### config.mk
export PLATFORM = sky130hd
export DESIGN_NAME = riscv_muldiv
export DESIGN_NICKNAME = d
export VERILOG_FILES = /design/src/rtl/riscv_muldiv_pkg.sv /design/src/rtl/riscv_muldiv.sv
export SDC_FILE = /design/constraint.sdc
export NUM_CORES = 1
export LEC_CHECK = 0
export ABC_AREA = 1
export BUFFER_PORTS_ARGS = -buffer_cell sky130_fd_sc_hd__buf_2
export CAP_MARGIN = 20
export CELL_PAD_IN_SITES_DETAIL_PLACEMENT = 1
export CELL_PAD_IN_SITES_GLOBAL_PLACEMENT = 1
export CORE_UTILIZATION = 40
export CTS_BUF_LIST = sky130_fd_sc_hd__clkbuf_8
export DETAILED_ROUTE_END_ITERATION = 10
export PLACE_DENSITY = 0.74
export SETUP_SLACK_MARGIN = 0.4
export SKIP_LAST_GASP = 1
export SLEW_MARGIN = 40
export SYNTH_ARGS = -nofsm -noshare
export SYNTH_HDL_FRONTEND = slang
export SYNTH_SLANG_ARGS = --single-unit
### constraint.sdc
create_clock -name CLK -period 3.6 [get_ports CLK]
set_input_delay 0.18 -clock CLK [delete_from_list [all_inputs] [get_ports CLK]]
set_output_delay 0.18 -clock CLK [all_outputs]
set_load 0.02 [all_outputs]
### src/rtl/riscv_muldiv_pkg.sv
// Shared types and predicates for the RV32M iterative mul/div unit.
// Opcode enum (funct3), FSM states, operand-sign helpers.
package riscv_muldiv_pkg;

  typedef enum logic [2:0] {
    OP_MUL    = 3'b000,
    OP_MULH   = 3'b001,
    OP_MULHSU = 3'b010,
    OP_MULHU  = 3'b011,
    OP_DIV    = 3'b100,
    OP_DIVU   = 3'b101,
    OP_REM    = 3'b110,
    OP_REMU   = 3'b111
  } muldiv_op_t;

  typedef enum logic [1:0] {
    S_IDLE,
    S_CALC,
    S_FIX,
    S_DONE
  } muldiv_state_t;

  function automatic logic is_div(
    input muldiv_op_t op
  );
    return op[2];
  endfunction

  function automatic logic is_signed_a(
    input muldiv_op_t op
  );
    return op == OP_MUL || op == OP_MULH ||
           op == OP_MULHSU || op == OP_DIV ||
           op == OP_REM;
  endfunction

  function automatic logic is_signed_b(
    input muldiv_op_t op
  );
    return op == OP_MUL || op == OP_MULH ||
           op == OP_DIV || op == OP_REM;
  endfunction

endpackage

### src/rtl/riscv_muldiv.sv
// Iterative RV32M multiply/divide, one result bit per cycle.
// Ports: CLK, RSTa, Start, op, A, B in; Res, Busy, Done out.
module riscv_muldiv
  import riscv_muldiv_pkg::*;
#(
  parameter int WIDTH = 32
) (
  input  logic             CLK,
  input  logic             RSTa,
  input  logic             Start,
  input  logic [2:0]       op,
  input  logic [WIDTH-1:0] A,
  input  logic [WIDTH-1:0] B,
  output logic [WIDTH-1:0] Res,
  output logic             Busy,
  output logic             Done
);

  localparam int CW = $clog2(WIDTH);
  localparam logic [WIDTH-1:0] MINV =
    {1'b1, {(WIDTH-1){1'b0}}};
  localparam logic [CW-1:0] LAST = CW'(WIDTH-1);

  muldiv_state_t    r_state, w_next;
  muldiv_op_t       r_op;
  logic [CW-1:0]    r_cnt;
  logic             r_sa, r_sb;
  logic [WIDTH-1:0] r_b, r_res;
  // mul: [2W-1:0] product, low half holds multiplier
  // div: [2W:W] partial rem, [W-1:0] dividend->quotient
  logic [2*WIDTH:0] r_acc;

  muldiv_op_t       w_op;
  logic             w_sa, w_sb;
  logic [WIDTH-1:0] w_amag, w_bmag;
  logic             w_bzero, w_ovf, w_special;
  logic [WIDTH-1:0] w_spec_res;
  logic [WIDTH:0]   w_madd;
  logic [2*WIDTH:0] w_mul_nxt, w_div_nxt;
  logic [WIDTH+1:0] w_shl;
  logic             w_qbit;
  logic [WIDTH:0]   w_rnew;
  logic [2*WIDTH-1:0] w_prodn;
  logic [WIDTH-1:0] w_fix_res;

  assign w_op   = muldiv_op_t'(op);
  assign w_sa   = is_signed_a(w_op) & A[WIDTH-1];
  assign w_sb   = is_signed_b(w_op) & B[WIDTH-1];
  assign w_amag = w_sa ? -A : A;
  assign w_bmag = w_sb ? -B : B;

  assign w_bzero = (B == '0);
  assign w_ovf   = (w_op == OP_DIV || w_op == OP_REM)
                 && A == MINV && B == '1;
  assign w_special = is_div(w_op) & (w_bzero | w_ovf);

  // op[1] separates REM/REMU from DIV/DIVU
  always_comb begin
    w_spec_res = '0;
    if (w_bzero)
      w_spec_res = op[1] ? A : '1;
    else
      w_spec_res = op[1] ? '0 : A;
  end

  assign w_madd = {1'b0, r_acc[2*WIDTH-1:WIDTH]}
                + (r_acc[0] ? {1'b0, r_b} : '0);
  assign w_mul_nxt = {1'b0, w_madd, r_acc[WIDTH-1:1]};

  assign w_shl  = r_acc[2*WIDTH:WIDTH-1];
  assign w_qbit = (w_shl >= {2'b0, r_b});
  assign w_rnew = w_qbit ? w_shl[WIDTH:0] - {1'b0, r_b}
                         : w_shl[WIDTH:0];
  assign w_div_nxt = {w_rnew, r_acc[WIDTH-2:0], w_qbit};

  assign w_prodn = (r_sa ^ r_sb) ? -r_acc[2*WIDTH-1:0]
                                 : r_acc[2*WIDTH-1:0];

  always_comb begin
    w_fix_res = '0;
    unique case (r_op)
      OP_MUL:
        w_fix_res = w_prodn[WIDTH-1:0];
      OP_MULH, OP_MULHSU, OP_MULHU:
        w_fix_res = w_prodn[2*WIDTH-1:WIDTH];
      OP_DIV, OP_DIVU:
        w_fix_res = (r_sa ^ r_sb) ? -r_acc[WIDTH-1:0]
                                  : r_acc[WIDTH-1:0];
      OP_REM, OP_REMU:
        w_fix_res = r_sa ? -r_acc[2*WIDTH-1:WIDTH]
                         : r_acc[2*WIDTH-1:WIDTH];
      default: w_fix_res = '0;
    endcase
  end

  always_ff @(posedge CLK or negedge RSTa) begin
    if (!RSTa) r_state <= S_IDLE;
    else       r_state <= w_next;
  end

  always_comb begin
    w_next = r_state;
    unique case (r_state)
      S_IDLE:
        if (Start) w_next = w_special ? S_DONE : S_CALC;
      S_CALC:
        if (r_cnt == LAST) w_next = S_FIX;
      S_FIX:   w_next = S_DONE;
      S_DONE:  w_next = S_IDLE;
      default: w_next = S_IDLE;
    endcase
  end

  always_ff @(posedge CLK or negedge RSTa) begin
    if (!RSTa) begin
      r_op  <= OP_MUL;
      r_cnt <= '0;
      r_sa  <= 1'b0;
      r_sb  <= 1'b0;
      r_b   <= '0;
      r_res <= '0;
      r_acc <= '0;
    end else begin
      unique case (r_state)
        S_IDLE:
          if (Start) begin
            r_op  <= w_op;
            r_sa  <= w_sa;
            r_sb  <= w_sb;
            r_b   <= w_bmag;
            r_cnt <= '0;
            r_acc <= {{(WIDTH+1){1'b0}}, w_amag};
            if (w_special) r_res <= w_spec_res;
          end
        S_CALC: begin
          r_acc <= is_div(r_op) ? w_div_nxt : w_mul_nxt;
          r_cnt <= (r_cnt == LAST) ? '0 : r_cnt + 1'b1;
        end
        S_FIX:   r_res <= w_fix_res;
        default: ;
      endcase
    end
  end

  assign Res  = r_res;
  assign Busy = (r_state == S_CALC) || (r_state == S_FIX);
  assign Done = (r_state == S_DONE);

endmodule
# After elaboration in Yosys (flattened, before gate mapping)
# Cells that the tools add are included.
word_totals:
  latchBits: 0
  n_memories: 0
  register_bits: 141
  input_bits: 70
  rom_bits: 0
  ramBits: 0
  wordCells: 89
  out_inout_bits: 34
classes:
  bitwise: 5
  mul: 0
  n_shift: 0
  n_addsub: 8
  magnitude_cmp: 1
  reduce_logical: 23
  eq_ne: 20
  n_div: 0
  mux: 24
ops:
  columns: ["cell", "n"]
  rows:
  - ["32-bit 2-to-1 mux", 10]
  - ["65-bit 2-to-1 mux", 2]
  - ["65-bit case mux with 2 select lines", 1]
  - ["32-bit negation", 4]
  - ["32-bit case mux with 4 select lines", 1]
  - ["32-bit equality test, second input constant", 2]
  - ["64-bit 2-to-1 mux", 1]
  - ["64-bit negation", 1]
  - ["32-bit case mux with 2 select lines", 1]
  - ["34-bit by 32-bit greater-or-equal comparator with 1-bit output", 1]
  - ["32-bit by 32-bit adder with 33-bit output", 1]
  - ["33-bit 2-to-1 mux", 1]
  - ["33-bit by 32-bit subtractor with 33-bit output", 1]
  - ["32-bit logical NOT", 1]
  - ["3-bit equality test, second input constant", 6]
  - ["5-bit 2-to-1 mux", 2]
  - ["5-bit case mux with 2 select lines", 1]
  - ["3-bit by 2-bit equality test with 1-bit output, second input constant", 3]
  - ["1-bit logical OR", 8]
  - ["2-bit case mux with 4 select lines", 1]
  - ["3-bit by 1-bit equality test with 1-bit output, second input constant", 2]
  - ["3-bit logical NOT", 2]
  - ["2-bit 2-to-1 mux", 3]
  - ["2-bit != test, second input constant", 3]
  - ["14 further kinds", 22]

# Longest topological paths before layout
# Gate-level depths: netlist (run 1).
depth:
  ltp_word: 9
  depth_mapped: 21
  depth_no_buf: 20

# Worst setup path after synthesis (run 1)
# No wires, ideal clock.
synth_path:
  path_kind: "register to register"
  start: "reg r_acc[0]"
  end: "reg r_acc[60]"
  t_required_ps: 3484
  stages_incl_launch_ff: 19
  setup_ps: 116
  period_less_slack_ps: 2372
  path_buffers: 2
  path_slack_ps: 1228
  arrival_time_ps: 2255
  path_cell_list: "dfrtp_1 > buf_2 > clkbuf_1 > nand2_1 > inv_1 > ha_1 > nand2_1 > o21ai_0 > nand2_1 > nand2_1 > nand3_1 > nand2_1 > nand2_1 > nand2_1 > nand2_1 > nand3_1 > nand2_1 > nand2_1 > nand2_1"
synth_via:
  elab_chain_cells: 4
synth_rtl:
  columns: ["element", "line", "source"]
  rows:
  - ["start: declaration", "riscv_muldiv.sv:31", "logic [2*WIDTH:0] r_acc;"]
  - ["start signal: assignment", "riscv_muldiv.sv:132", "r_acc <= {{(WIDTH+1){1'b0}}, w_amag};"]
  - ["start signal: assignment", "riscv_muldiv.sv:136", "r_acc <= is_div(r_op) ? w_div_nxt : w_mul_nxt;"]
  - ["32-bit 2-to-1 mux", "riscv_muldiv.sv:67", "+ (r_acc[0] ? {1'b0, r_b} : '0);"]
  - ["32-bit by 32-bit adder with 33-bit output", "riscv_muldiv.sv:67", null]
  - ["65-bit 2-to-1 mux", "riscv_muldiv.sv:136", null]
  - ["65-bit case mux with 2 select lines", "riscv_muldiv.sv:124", "unique case (r_state)"]
# No other way between the ends.
# A chain may end at the register's enable or synchronous reset.

# Final worst setup path (run 1)
layout_path:
  start: "reg r_acc[33]"
  end: "reg r_res[24], in the netlist Res[24]"
layout_via:
  elab_chain_cells: 4
  word_cells_on_any_way: 6
  cone_classes: "add/sub: 2; mux: 4"
layout_rtl:
  columns: ["element", "line", "source"]
  rows:
  - ["64-bit negation or 32-bit negation (tied branches)", "riscv_muldiv.sv:76, riscv_muldiv.sv:90", null]
  - ["64-bit 2-to-1 mux or 32-bit 2-to-1 mux (tied branches)", "riscv_muldiv.sv:76, riscv_muldiv.sv:90", null]
  - ["32-bit case mux with 4 select lines (*)", "riscv_muldiv.sv:81", "unique case (r_op)"]
  - ["32-bit case mux with 2 select lines (*)", "riscv_muldiv.sv:124", null]
  - ["end signal: assignment", "riscv_muldiv.sv:133", "if (w_special) r_res <= w_spec_res;"]
  - ["end signal: assignment", "riscv_muldiv.sv:139", "S_FIX: r_res <= w_fix_res;"]
  - ["end: declaration", "riscv_muldiv.sv:28", "logic [WIDTH-1:0] r_b, r_res;"]
# Every way passes the cells marked *; elsewhere a longest branch is shown, timed or not.

==> results of run 1 <==
worst register-to-register path: stages, from the launching register on:
cell and delay [ps]:
sky130_fd_sc_hd__dfrtp_1 510, sky130_fd_sc_hd__inv_1 260, sky130_fd_sc_hd__ha_1 310, sky130_fd_sc_hd__nand2_1 220, sky130_fd_sc_hd__nor2_1 350, sky130_fd_sc_hd__nand3_1 160, sky130_fd_sc_hd__o21ai_0 320, sky130_fd_sc_hd__nand2_1 230
sky130_fd_sc_hd__nand2_1 240, sky130_fd_sc_hd__nand3_1 190, sky130_fd_sc_hd__nand4_1 160, sky130_fd_sc_hd__nand2_1 70, sky130_fd_sc_hd__nand2_1 50
layer usage:
metal | part of all wire [%] | wire length (µm)
met5 | 0 | 0
met4 | 2.7 | 2440
met3 | 11 | 9600
met2 | 40 | 36600
met1 | 46 | 42000
worst max-delay path by stage:
| stage | from | endpoint | slack, ps | cells past startpoint |
|---|---|---|---|---|
| after detailed placement | r_acc[58]$_DFFE_PN0P_ | r_acc[45]$_DFFE_PN0P_ | 590 | 11 |
| final | r_acc[33]$_DFFE_PN0P_ | Res[24]$_DFFE_PN0P_ | 460 | 12 |
| after global routing | r_acc[1]$_DFFE_PN0P_ | Res[8]$_DFFE_PN0P_ | 400 | 15 |
| after CTS | r_acc[58]$_DFFE_PN0P_ | r_acc[42]$_DFFE_PN0P_ | 530 | 11 |
| after global placement | r_op[2]$_DFFE_PN0P_ | Res[8]$_DFFE_PN0P_ | 630 | 10 |
| after floorplan | r_acc[0]$_DFFE_PN0P_ | r_acc[60]$_DFFE_PN0P_ | 1230 | 18 |
per-stage QoR:
step                      cell area (µm²)  hold slack [ps]  util [%]  std cells
final                               19700             38.3      45.4       3862
after global routing                19700             66.4      45.4       3862
after CTS                           19700            0.253      45.3       3861
after detailed placement            18900              252      43.6       3798
after global placement              18900              322      43.6       3798
after floorplan                     17700             -116         -       3156
synthesized netlist by cell type (13+ instances only):
master and number:
sky130_fd_sc_hd__a21oi_1 187, sky130_fd_sc_hd__a31oi_1 27, sky130_fd_sc_hd__buf_1 13, sky130_fd_sc_hd__buf_2 23, sky130_fd_sc_hd__clkbuf_1 56, sky130_fd_sc_hd__dfrtp_1 141, sky130_fd_sc_hd__ha_1 75, sky130_fd_sc_hd__inv_1 376
sky130_fd_sc_hd__nand2_1 966, sky130_fd_sc_hd__nand2_2 26, sky130_fd_sc_hd__nand3_1 363, sky130_fd_sc_hd__nand3b_1 17, sky130_fd_sc_hd__nand4_1 65, sky130_fd_sc_hd__nor2_1 359, sky130_fd_sc_hd__nor3_1 41, sky130_fd_sc_hd__o211ai_1 13
sky130_fd_sc_hd__o21ai_0 241, sky130_fd_sc_hd__o21ai_1 14, sky130_fd_sc_hd__or2_2 17, sky130_fd_sc_hd__xor2_1 24
sequential cells by signal, indices dropped and copies added, names as in the netlist:
name,flops
r_sa,1
r_b,32
r_op,3
r_state,2
r_acc,65
Res,32
r_cnt,5
r_sb,1
final cells by class:
class                           instances  area share (%)
Clock buffer                           17            1.19
Clock inverter                         15            1.02
Inverter                              389            7.42
Multi-Input combinational cell       2519            61.9
Sequential cell                       141            17.9
Tap cell                              585            3.72
Timing Repair Buffer                  196            6.80
layout by cell type, fill, tap and decap left out, types with 6 or more instances in the layout:
| cell | count |
|---|---|
| sky130_fd_sc_hd__nand3_1 | 363 |
| sky130_fd_sc_hd__buf_4 | 59 |
| sky130_fd_sc_hd__inv_1 | 376 |
| sky130_fd_sc_hd__nor2_1 | 358 |
| sky130_fd_sc_hd__dlygate4sd3_1 | 31 |
| sky130_fd_sc_hd__ha_1 | 75 |
| sky130_fd_sc_hd__inv_2 | 11 |
| sky130_fd_sc_hd__clkbuf_8 | 17 |
| sky130_fd_sc_hd__a31oi_1 | 27 |
| sky130_fd_sc_hd__nor3_1 | 41 |
| sky130_fd_sc_hd__o21ai_1 | 14 |
| sky130_fd_sc_hd__o211ai_1 | 13 |
| sky130_fd_sc_hd__dfrtp_1 | 139 |
| sky130_fd_sc_hd__nor2_4 | 6 |
| sky130_fd_sc_hd__nor2_2 | 9 |
| sky130_fd_sc_hd__xor2_1 | 24 |
| sky130_fd_sc_hd__o21a_1 | 6 |
| sky130_fd_sc_hd__a21oi_1 | 186 |
| sky130_fd_sc_hd__nand2_1 | 965 |
| sky130_fd_sc_hd__o21ai_0 | 241 |
| sky130_fd_sc_hd__or2_2 | 17 |
| sky130_fd_sc_hd__nand4_1 | 65 |
| sky130_fd_sc_hd__buf_2 | 102 |
| sky130_fd_sc_hd__nand3b_1 | 17 |
| sky130_fd_sc_hd__xnor2_1 | 9 |
| sky130_fd_sc_hd__a22oi_1 | 10 |
| sky130_fd_sc_hd__nand2_2 | 27 |
cell families (layout without fill, tap and decap cells):
family	Yosys count	count (layout)	synth area share, %
fa+ha+maj	81	81	5.76
buf+inv	496	617	11.2
compound gates	519	519	15.8
flops	141	141	20.0
xor+xnor	33	33	1.64
simple gates	1886	1886	45.7
power by group:
part | switching, W | internal (W) | total, W
registers | 0.00105 | 0.00232 | 0.00337
logic | 0.0120 | 0.00471 | 0.0168
clock network | 0.000857 | 0.000656 | 0.00151
repair_timing:
action / CTS / global route
hold endpoints to repair: 115 / 0
resized for setup: 0 / 3
setup buffers: 0 / 1
endpoints found under the setup margin: 0 / 22
hold buffers: 31 / 0
==> impl_metrics.xml, run 1 <==
<?xml version="1.0" encoding="UTF-8"?>
<metrics>
  <group name="run_status">
    <metric name="status" unit="">completed</metric>
  </group>
  <group name="sta">
    <metric name="worstMarginPinSlew" unit="ps">865</metric>
    <metric name="slew_headroom" unit="%">41.9</metric>
    <metric name="fin_ws" unit="ps">461</metric>
    <metric name="clock_skew" unit="ps">23.5</metric>
    <metric name="final-max-slew-violation-count" unit="">0</metric>
    <metric name="achievable-frequency" unit="GHz">0.319</metric>
    <metric name="finalCritPeriodShare" unit="%">87.2</metric>
    <metric name="unrepaired_setup_endpoints_after_global_routing" unit="">no</metric>
    <metric name="setup-tns-final" unit="ps">0</metric>
    <metric name="report.final.hold_viol_count" unit="">0</metric>
    <metric name="setup_violations" unit="">0</metric>
    <metric name="time_the_final_worst_path_needs_with_i_o_delays_and_setup" unit="ps">3140</metric>
  </group>
  <group name="synth">
    <metric name="synth-seq-cells" unit="">141</metric>
    <metric name="postSynthNetCount" unit="">3303</metric>
    <metric name="syn_avg_cell_area" unit="µm²">5.60</metric>
    <metric name="synthDominantCellAreaShare" unit="%">20.5</metric>
    <metric name="mappedNetlistArea" unit="mm²">0.0177</metric>
    <metric name="share_of_the_yosys_chip_area_belonging_to_registers" unit="%">20.0</metric>
    <metric name="yosys_most_used_dff" unit="">sky130_fd_sc_hd__dfrtp_1</metric>
    <metric name="synthDominantAreaCellType" unit="">sky130_fd_sc_hd__nand2_1</metric>
    <metric name="number_of_enable_flip_flop_cells_after_synthesis" unit="">0</metric>
    <metric name="netlist_instances" unit="">3156</metric>
    <metric name="synth.area.top_cells" unit="">sky130_fd_sc_hd__nand2_1 21%, sky130_fd_sc_hd__dfrtp_1 20%, sky130_fd_sc_hd__nand3_1 10%</metric>
    <metric name="postSynth.asyncResetShare" unit="%">100</metric>
    <metric name="yosys_cell_types" unit="">51</metric>
    <metric name="yosysWarningCount" unit="">0</metric>
  </group>
  <group name="place">
    <metric name="dp_hpwl" unit="mm">73.0</metric>
    <metric name="numPortBuffers" unit="">103</metric>
    <metric name="place_congestion" unit="">1.06</metric>
    <metric name="place_ws" unit="ps">595</metric>
  </group>
  <group name="grt">
    <metric name="grt_util_met2" unit="%">57.3</metric>
    <metric name="grt.met3_usage" unit="%">9.66</metric>
    <metric name="globalRouteMet1Util" unit="%">59.7</metric>
    <metric name="largest_net_degree_at_the_start_of_global_routing" unit="">87</metric>
    <metric name="grt-busiest-layer" unit="">met1</metric>
    <metric name="first_global_vias" unit="">21900</metric>
    <metric name="number_of_antenna_violations_at_the_first_check_in_global_routing" unit="">0</metric>
    <metric name="globalRouteOverflowTotal" unit="">0</metric>
    <metric name="grt_util_all_layers" unit="%">40.4</metric>
    <metric name="grt_pass1_wl" unit="mm">135</metric>
  </group>
  <group name="drt">
    <metric name="drt_iter0_drc" unit="">2481</metric>
    <metric name="drt.antenna.violating_nets" unit="">0</metric>
    <metric name="dr_total_vias" unit="">22900</metric>
    <metric name="firstDrtPassIters" unit="">7</metric>
    <metric name="postRouteWirelength" unit="mm">90.6</metric>
    <metric name="detail_route.wl_per_cell" unit="µm">23.5</metric>
    <metric name="drcViolationCount" unit="">0</metric>
    <metric name="via_to_cell_ratio" unit="">5.93</metric>
  </group>
  <group name="critical_path">
    <metric name="crit_path_frequent_cell" unit="">sky130_fd_sc_hd__nand2_1</metric>
    <metric name="worstRegToRegCells" unit="">12</metric>
    <metric name="setup.worst_path.class" unit="">flop to flop</metric>
    <metric name="slowest_delay" unit="ps">510</metric>
    <metric name="cp_slowest_cell" unit="">sky130_fd_sc_hd__dfrtp_1</metric>
    <metric name="crit_path_end_kind" unit="">flop</metric>
    <metric name="r2r-start" unit="">r_acc[33]$_DFFE_PN0P_</metric>
    <metric name="critPathRequiredTime" unit="ps">4090</metric>
    <metric name="cp_data_arrival_time" unit="ps">3630</metric>
    <metric name="timing.critical_path.buf_inv" unit="">1</metric>
    <metric name="start_kind" unit="">flop</metric>
    <metric name="cp_top_delay_family" unit="">simple AND/OR/NAND/NOR gates</metric>
    <metric name="crit_path_cell_trace" unit="">inv_1 -&gt; ha_1 -&gt; nand2_1 -&gt; nor2_1 -&gt; nand3_1 -&gt; o21ai_0 -&gt; nand2_1 -&gt; nand2_1 -&gt; nand3_1 -&gt; nand4_1 -&gt; nand2_1 -&gt; nand2_1</metric>
    <metric name="timing.reg2reg.setup_slack" unit="ps">460</metric>
    <metric name="timing.critical_path.fanout_max" unit="">6</metric>
    <metric name="timing.rr.end" unit="">Res[24]$_DFFE_PN0P_</metric>
  </group>
  <group name="pwr">
    <metric name="leakage" unit="nW">9.99</metric>
    <metric name="fin_total_pwr" unit="W">0.0216</metric>
    <metric name="worst_ir_drop_vdd" unit="mV">0.699</metric>
    <metric name="power.density_cell_area" unit="mW/mm²">1100</metric>
  </group>
  <group name="final_layout">
    <metric name="nets" unit="">3411</metric>
    <metric name="total_area_of_multi_input_combinational_cells" unit="mm²">0.0122</metric>
    <metric name="antenna-diode-count" unit="">0</metric>
    <metric name="layout_cells_sized_above_1" unit="%">8.64</metric>
    <metric name="fillerInstances" unit="">6249</metric>
    <metric name="layout.area.seq" unit="mm²">0.00353</metric>
    <metric name="area_delta_synth_final" unit="%">11.4</metric>
  </group>
  <group name="die">
    <metric name="fp.dieArea" unit="mm²">0.0450</metric>
    <metric name="initial_utilization" unit="%">40.8</metric>
    <metric name="design.portCount" unit="">104</metric>
    <metric name="die_y" unit="µm">212</metric>
    <metric name="die_width" unit="µm">212</metric>
    <metric name="rows" unit="">76</metric>
    <metric name="core_region_area" unit="mm²">0.0434</metric>
  </group>
  <group name="job">
    <metric name="drv.max_cap_violation_count" unit="">0</metric>
  </group>
  <group name="clocking">
    <metric name="clkSlewWorstSetupHoldPaths" unit="ps">110</metric>
    <metric name="clk_root_buffer_cell" unit="">sky130_fd_sc_hd__clkbuf_8</metric>
    <metric name="clock_latency" unit="ps">560</metric>
    <metric name="clock_tree.buffer_depth" unit="">2</metric>
    <metric name="cts.sink_count" unit="">141</metric>
    <metric name="cts_made_buffers" unit="">17</metric>
    <metric name="tritoncts_clock_tree" unit="">yes</metric>
    <metric name="htree_num_levels" unit="">4</metric>
  </group>
  <group name="hold_path">
    <metric name="hp-start" unit="">A[9]</metric>
    <metric name="hold_path.class" unit="">primary input to flop</metric>
    <metric name="min_delay_path_depth" unit="">4</metric>
    <metric name="min_to" unit="">r_acc[9]$_DFFE_PN0P_</metric>
  </group>
</metrics>
Power figures use the tool's default switching activity.
==> run 2: changes to the inputs <==
--- a/config.mk
+++ b/config.mk
@@ -10,10 +10,12 @@
 export CAP_MARGIN = 20
 export CELL_PAD_IN_SITES_DETAIL_PLACEMENT = 1
 export CELL_PAD_IN_SITES_GLOBAL_PLACEMENT = 1
+export CORE_MARGIN = 2
 export CORE_UTILIZATION = 40
 export CTS_BUF_LIST = sky130_fd_sc_hd__clkbuf_8
 export DETAILED_ROUTE_END_ITERATION = 10
 export PLACE_DENSITY = 0.74
+export RECOVER_POWER = 50
 export SETUP_SLACK_MARGIN = 0.4
 export SKIP_LAST_GASP = 1
 export SLEW_MARGIN = 40
==> impl_metrics.xml, run 2 (synthesized netlist as in run 1, its figures left out) <==
<?xml version="1.0" encoding="UTF-8"?>
<metrics>
  <group name="drt">
    <metric name="drt_iter0_drc" unit="">2452</metric>
    <metric name="drcViolationCount" unit="">0</metric>
    <metric name="drt.antenna.violating_nets" unit="">0</metric>
    <metric name="detail_route.wl_per_cell" unit="µm">23.4</metric>
    <metric name="via_to_cell_ratio" unit="">5.87</metric>
    <metric name="firstDrtPassIters" unit="">6</metric>
    <metric name="dr_total_vias" unit="">22700</metric>
    <metric name="postRouteWirelength" unit="mm">90.5</metric>
  </group>
  <group name="final_layout">
    <metric name="registers.top_by_ff_count" unit="">r_acc</metric>
    <metric name="highest_count_cells_in_the_layout_ignoring_fill_and_taps" unit="">966 x sky130_fd_sc_hd__nand2_1, 375 x sky130_fd_sc_hd__inv_1, 363 x sky130_fd_sc_hd__nand3_1</metric>
    <metric name="layout_cells_sized_above_1" unit="%">8.18</metric>
    <metric name="fillerInstances" unit="">6328</metric>
    <metric name="nets" unit="">3409</metric>
    <metric name="layout.area.seq" unit="mm²">0.00353</metric>
    <metric name="utilization" unit="%">44.5</metric>
    <metric name="total_area_of_multi_input_combinational_cells" unit="mm²">0.0122</metric>
    <metric name="largest_reg_flops" unit="">65</metric>
    <metric name="mostFrequentLayoutCell" unit="">sky130_fd_sc_hd__nand2_1</metric>
    <metric name="area_delta_synth_final" unit="%">10.7</metric>
  </group>
  <group name="die">
    <metric name="design.portCount" unit="">104</metric>
    <metric name="rows" unit="">77</metric>
    <metric name="die_width" unit="µm">214</metric>
    <metric name="die_y" unit="µm">214</metric>
    <metric name="fp.dieArea" unit="mm²">0.0459</metric>
    <metric name="core_region_area" unit="mm²">0.0439</metric>
    <metric name="initial_utilization" unit="%">40.2</metric>
  </group>
  <group name="pwr">
    <metric name="worst_ir_drop_vdd" unit="mV">0.869</metric>
    <metric name="clock_power_share" unit="%">6.1</metric>
    <metric name="power.density_cell_area" unit="mW/mm²">1080</metric>
    <metric name="power.switching_fraction" unit="%">64.4</metric>
    <metric name="power_frac_seq" unit="%">15.4</metric>
    <metric name="cellInternalPower" unit="W">0.00755</metric>
    <metric name="power_frac_comb" unit="%">78.6</metric>
    <metric name="switching_power" unit="W">0.0137</metric>
    <metric name="leakage" unit="nW">9.87</metric>
  </group>
  <group name="sta">
    <metric name="unrepaired_setup_endpoints_after_global_routing" unit="">no</metric>
    <metric name="time_the_final_worst_path_needs_with_i_o_delays_and_setup" unit="ps">3090</metric>
    <metric name="setup-tns-final" unit="ps">0</metric>
    <metric name="timing.hold.ws" unit="ps">32.3</metric>
    <metric name="setup_violations" unit="">0</metric>
    <metric name="finalCritPeriodShare" unit="%">85.9</metric>
    <metric name="slew_headroom" unit="%">-35.0</metric>
    <metric name="worstMarginPinSlew" unit="ps">2020</metric>
    <metric name="achievable-frequency" unit="GHz">0.323</metric>
    <metric name="clock_skew" unit="ps">22.6</metric>
    <metric name="report.final.hold_viol_count" unit="">0</metric>
    <metric name="final-max-slew-violation-count" unit="">70</metric>
  </group>
  <group name="hold_path">
    <metric name="min_to" unit="">r_b[3]$_DFFE_PN0P_</metric>
    <metric name="hold_path.class" unit="">primary input to flop</metric>
    <metric name="hp-start" unit="">B[3]</metric>
    <metric name="min_delay_path_depth" unit="">3</metric>
  </group>
  <group name="critical_path">
    <metric name="r2r-start" unit="">r_acc[0]$_DFFE_PN0P_</metric>
    <metric name="critPathRequiredTime" unit="ps">4050</metric>
    <metric name="cp_data_arrival_time" unit="ps">3540</metric>
    <metric name="slowest_delay" unit="ps">490</metric>
    <metric name="timing.critical_path.buf_inv" unit="">3</metric>
    <metric name="worstRegToRegCells" unit="">15</metric>
    <metric name="cp_slowest_cell" unit="">sky130_fd_sc_hd__dfrtp_1</metric>
    <metric name="crit_path_end_kind" unit="">flop</metric>
    <metric name="timing.critical_path.fanout_max" unit="">29</metric>
    <metric name="start_kind" unit="">flop</metric>
    <metric name="timing.reg2reg.setup_slack" unit="ps">510</metric>
    <metric name="timing.rr.end" unit="">r_acc[48]$_DFFE_PN0P_</metric>
    <metric name="crit_path_frequent_cell" unit="">sky130_fd_sc_hd__nand2_1</metric>
    <metric name="setup.worst_path.class" unit="">flop to flop</metric>
    <metric name="crit_path_cell_trace" unit="">buf_8 -&gt; nand2_1 -&gt; inv_1 -&gt; ha_1 -&gt; nand2_1 -&gt; nor2_2 -&gt; inv_1 -&gt; nor2_2 -&gt; nand4_1 -&gt; nand3_1 -&gt; nand2_1 -&gt; nand3_1 -&gt; nand2_1 -&gt; nand3_1 -&gt; o21ai_1</metric>
    <metric name="cp_top_delay_family" unit="">simple AND/OR/NAND/NOR gates</metric>
  </group>
  <group name="grt">
    <metric name="number_of_antenna_violations_at_the_first_check_in_global_routing" unit="">1</metric>
    <metric name="first_global_vias" unit="">22400</metric>
    <metric name="largest_net_degree_at_the_start_of_global_routing" unit="">71</metric>
    <metric name="grt_util_all_layers" unit="%">39.3</metric>
    <metric name="globalRouteOverflowTotal" unit="">0</metric>
    <metric name="grt_pass1_wl" unit="mm">138</metric>
  </group>
  <group name="run_status">
    <metric name="failing_checks" unit="">max-capacitance violations, max-slew violations</metric>
    <metric name="status" unit="">finished, violations left</metric>
  </group>
  <group name="clocking">
    <metric name="clock_latency" unit="ps">570</metric>
    <metric name="cts.sink_count" unit="">141</metric>
    <metric name="clkSlewWorstSetupHoldPaths" unit="ps">90</metric>
    <metric name="clock_tree.buffer_depth" unit="">2</metric>
    <metric name="clk_root_buffer_cell" unit="">sky130_fd_sc_hd__clkbuf_8</metric>
    <metric name="tritoncts_clock_tree" unit="">yes</metric>
    <metric name="htree_num_levels" unit="">4</metric>
    <metric name="cts_made_buffers" unit="">17</metric>
  </group>
  <group name="place">
    <metric name="dp_hpwl" unit="mm">73.4</metric>
    <metric name="place_congestion" unit="">1.03</metric>
    <metric name="numPortBuffers" unit="">103</metric>
  </group>
  <group name="job">
    <metric name="drv.max_cap_violation_count" unit="">1</metric>
  </group>
</metrics>
[run 2: layout make-up]
type                    instances  area share (%)
clock inverters                14           0.537
well taps                     592            3.78
inverters                     389            7.46
diodes                          1          0.0128
clock buffers                  18            1.27
flip-flops and latches        141            18.0
multi-input cells            2519            62.3
repair buffers                194            6.56
[run 2: timing repair]
item	4_1_cts	5_1_grt
endpoints found under the hold margin	93	0
resized for setup	1	8
pin swaps	1	0
buffers inserted	2	0
hold buffers	26	0
endpoints found under the setup margin	13	32
gates cloned	0	0
[run 2: power groups by stage]
stage | logic, W | registers [W] | clock network [W]
floorplan | 0.0103 | 0.00312 | 0
global placement | 0.0157 | 0.00319 | 0
detailed placement | 0.0160 | 0.00324 | 0
CTS | 0.0161 | 0.00321 | 0.00132
global route | 0.0182 | 0.00332 | 0.00137
finish | 0.0167 | 0.00326 | 0.00129
[run 2: tightest hold or removal path: stages]
cell and delay (ps):
sky130_fd_sc_hd__buf_2 150, sky130_fd_sc_hd__xor2_1 80, sky130_fd_sc_hd__o21ai_0 140
[run 2: stage by stage]
stage / std cells / setup WS [ps] / area (µm²) / total power [W]
floorplan: 3156 / 1230 / 17700 / 0.0134
global placement: 3807 / 372 / 18900 / 0.0188
global route: 3867 / 400 / 19600 / 0.0229
finish: 3868 / 507 / 19600 / 0.0212
detailed placement: 3807 / 324 / 18900 / 0.0192
CTS: 3867 / 414 / 19600 / 0.0207
[run 2: worst max-delay path by stage]
stage	end	slack, ps	start	cells past startpoint
floorplan	r_acc[60]$_DFFE_PN0P_	1230	r_acc[0]$_DFFE_PN0P_	18
global placement	r_acc[48]$_DFFE_PN0P_	370	r_acc[0]$_DFFE_PN0P_	15
detailed placement	r_acc[48]$_DFFE_PN0P_	320	r_acc[0]$_DFFE_PN0P_	15
CTS	r_acc[48]$_DFFE_PN0P_	410	r_acc[0]$_DFFE_PN0P_	15
global route	r_acc[48]$_DFFE_PN0P_	400	r_acc[0]$_DFFE_PN0P_	15
finish	r_acc[48]$_DFFE_PN0P_	510	r_acc[0]$_DFFE_PN0P_	15
[run 2: routing by layer]
metal	share of wire (%)	GRT usage, %
met4	2.4	10.7
met1	47	56.9
met5	0	0
met2	42	57.1
met3	9.5	10.6
==> run 3: changes to the inputs <==
--- a/config.mk
+++ b/config.mk
@@ -12,7 +12,6 @@
 export CELL_PAD_IN_SITES_GLOBAL_PLACEMENT = 1
 export CORE_MARGIN = 2
 export CORE_UTILIZATION = 40
-export CTS_BUF_LIST = sky130_fd_sc_hd__clkbuf_8
 export DETAILED_ROUTE_END_ITERATION = 10
 export PLACE_DENSITY = 0.74
 export RECOVER_POWER = 50
==> impl_metrics.xml, run 3 (synthesized netlist as in run 1, its figures left out) <==
<?xml version="1.0" encoding="UTF-8"?>
<metrics>
  <group name="clocking">
    <metric name="tritoncts_clock_tree" unit="">yes</metric>
    <metric name="cts_made_buffers" unit="">17</metric>
    <metric name="clock_latency" unit="ps">490</metric>
    <metric name="htree_num_levels" unit="">4</metric>
    <metric name="cts.sink_count" unit="">141</metric>
    <metric name="clkSlewWorstSetupHoldPaths" unit="ps">70</metric>
    <metric name="clk_root_buffer_cell" unit="">sky130_fd_sc_hd__clkbuf_16</metric>
    <metric name="clock_tree.buffer_depth" unit="">2</metric>
  </group>
  <group name="critical_path">
    <metric name="worstRegToRegCells" unit="">15</metric>
    <metric name="crit_path_frequent_cell" unit="">sky130_fd_sc_hd__nand2_1</metric>
    <metric name="crit_path_cell_trace" unit="">buf_8 -&gt; nand2_1 -&gt; inv_1 -&gt; ha_1 -&gt; nand2_1 -&gt; nor2_2 -&gt; inv_1 -&gt; nor2_2 -&gt; nand4_1 -&gt; nand3_1 -&gt; nand2_1 -&gt; nand3_1 -&gt; nand2_1 -&gt; nand3_1 -&gt; o21ai_1</metric>
    <metric name="setup.worst_path.class" unit="">flop to flop</metric>
    <metric name="start_kind" unit="">flop</metric>
    <metric name="critPathRequiredTime" unit="ps">3970</metric>
    <metric name="cp_slowest_cell" unit="">sky130_fd_sc_hd__dfrtp_1</metric>
    <metric name="timing.critical_path.fanout_max" unit="">29</metric>
    <metric name="r2r-start" unit="">r_acc[0]$_DFFE_PN0P_</metric>
    <metric name="worst_setup_path_startpoint" unit="">r_acc[0]$_DFFE_PN0P_</metric>
    <metric name="cp_data_arrival_time" unit="ps">3460</metric>
    <metric name="slowest_delay" unit="ps">490</metric>
    <metric name="crit_path_end_kind" unit="">flop</metric>
    <metric name="timing.reg2reg.setup_slack" unit="ps">510</metric>
  </group>
  <group name="drt">
    <metric name="drcViolationCount" unit="">0</metric>
    <metric name="via_to_cell_ratio" unit="">5.87</metric>
    <metric name="firstDrtPassIters" unit="">6</metric>
    <metric name="drt_iter0_drc" unit="">2591</metric>
    <metric name="detail_route.wl_per_cell" unit="µm">23.4</metric>
    <metric name="postRouteWirelength" unit="mm">90.0</metric>
    <metric name="drt.antenna.violating_nets" unit="">0</metric>
    <metric name="dr_total_vias" unit="">22600</metric>
  </group>
  <group name="die">
    <metric name="die_width" unit="µm">214</metric>
    <metric name="core_region_area" unit="mm²">0.0439</metric>
    <metric name="design.portCount" unit="">104</metric>
    <metric name="fp.dieArea" unit="mm²">0.0459</metric>
    <metric name="initial_utilization" unit="%">40.2</metric>
    <metric name="rows" unit="">77</metric>
    <metric name="die_y" unit="µm">214</metric>
  </group>
  <group name="hold_path">
    <metric name="hp-start" unit="">op[2]</metric>
    <metric name="hold_path.class" unit="">primary input to flop</metric>
    <metric name="min_delay_path_depth" unit="">3</metric>
  </group>
  <group name="final_layout">
    <metric name="area_delta_synth_final" unit="%">10.4</metric>
    <metric name="nets" unit="">3385</metric>
    <metric name="highest_count_cells_in_the_layout_ignoring_fill_and_taps" unit="">966 x sky130_fd_sc_hd__nand2_1, 374 x sky130_fd_sc_hd__inv_1, 363 x sky130_fd_sc_hd__nand3_1</metric>
    <metric name="layout_cells_sized_above_1" unit="%">8.27</metric>
    <metric name="mostFrequentLayoutCell" unit="">sky130_fd_sc_hd__nand2_1</metric>
    <metric name="registers.top_by_ff_count" unit="">r_acc</metric>
    <metric name="utilization" unit="%">44.4</metric>
    <metric name="antenna-diode-count" unit="">0</metric>
    <metric name="largest_reg_flops" unit="">65</metric>
  </group>
  <group name="place">
    <metric name="place_congestion" unit="">1.03</metric>
    <metric name="numPortBuffers" unit="">103</metric>
    <metric name="place_ws" unit="ps">324</metric>
    <metric name="dp_hpwl" unit="mm">73.4</metric>
  </group>
  <group name="sta">
    <metric name="setup_violations" unit="">0</metric>
    <metric name="fin_ws" unit="ps">506</metric>
    <metric name="achievable-frequency" unit="GHz">0.323</metric>
    <metric name="clock_skew" unit="ps">12.4</metric>
    <metric name="time_the_final_worst_path_needs_with_i_o_delays_and_setup" unit="ps">3090</metric>
    <metric name="worstMarginPinSlew" unit="ps">2000</metric>
    <metric name="finalCritPeriodShare" unit="%">85.9</metric>
    <metric name="unrepaired_setup_endpoints_after_global_routing" unit="">no</metric>
    <metric name="slew_headroom" unit="%">-33.4</metric>
    <metric name="final-max-slew-violation-count" unit="">70</metric>
    <metric name="setup-tns-final" unit="ps">0</metric>
    <metric name="report.final.hold_viol_count" unit="">0</metric>
  </group>
  <group name="grt">
    <metric name="globalRouteOverflowTotal" unit="">0</metric>
    <metric name="grt_pass1_wl" unit="mm">137</metric>
    <metric name="largest_net_degree_at_the_start_of_global_routing" unit="">71</metric>
    <metric name="first_global_vias" unit="">22300</metric>
    <metric name="grt_util_all_layers" unit="%">39.0</metric>
    <metric name="number_of_antenna_violations_at_the_first_check_in_global_routing" unit="">3</metric>
  </group>
  <group name="run_status">
    <metric name="failing_checks" unit="">max-capacitance violations, max-slew violations</metric>
    <metric name="status" unit="">finished, violations left</metric>
  </group>
  <group name="pwr">
    <metric name="power.density_cell_area" unit="mW/mm²">1110</metric>
    <metric name="leakage" unit="nW">9.86</metric>
    <metric name="worst_ir_drop_vdd" unit="mV">0.812</metric>
  </group>
  <group name="job">
    <metric name="drv.max_cap_violation_count" unit="">1</metric>
  </group>
</metrics>
run 3: where the power goes:
part	leakage (nW)	internal (W)	switching [W]	total, W
Combinational	7.85	0.00471	0.0119	0.0167
Sequential	1.74	0.00233	0.000932	0.00326
Clock	0.270	0.000908	0.000834	0.00174
Total	9.86	0.00794	0.0137	0.0217
run 3: worst paths after layout:
check	endpoint
setup / recovery	r_acc[48]$_DFFE_PN0P_
hold / removal	r_op[2]$_DFFE_PN0P_
setup reg to reg	r_acc[48]$_DFFE_PN0P_
hold reg to reg	Res[27]$_DFFE_PN0P_
max in group asynchronous	r_acc[57]$_DFFE_PN0P_
min in group asynchronous	Res[27]$_DFFE_PN0P_
run 3: critical path: cells and delay by family (launching register included):
family          cells  cell delay [ps]
simple gates       10             1550
flops               1              490
buf+inv             3              430
fa+ha+maj           1              420
compound gates      1               70
run 3: stage by stage:
step	instances	power (W)	hold slack (ps)	cell area, µm²
after floorplan	3156	0.0134	-116	17700
after CTS	3843	0.0211	22.1	19500
after detailed placement	3807	0.0192	252	18900
after global routing	3843	0.0233	65.2	19500
final	3843	0.0217	30.7	19500
after global placement	3807	0.0188	241	18900
run 3: layout make-up:
type                       count  area, µm²
fill                        6353      24400
clock inverter                13        101
clock buffer                  19        443
tap                          592        741
multi-input combinational   2519      12200
timing repair buffer         170       1040
inverter                     389       1460
sequential                   141       3530
run 3: routing by layer:
metal | routed length (µm) | share of wire [%] | GRT usage, % | up-vias
li1 | - | - | - | 10500
met1 | 41300 | 46 | 56.2 | 11000
met2 | 36900 | 41 | 56.2 | 971
met3 | 9280 | 10 | 11.2 | 140
met4 | 2530 | 2.8 | 11.2 | 4
met5 | 22 | 0.024 | 0 | -
run 3: what timing repair did:
action,4_1_cts,5_1_grt
buffers inserted,2,0
pin swaps,1,0
resized for setup,1,7
hold endpoints to repair,69,0
setup endpoints to repair,8,31
hold buffers,2,0
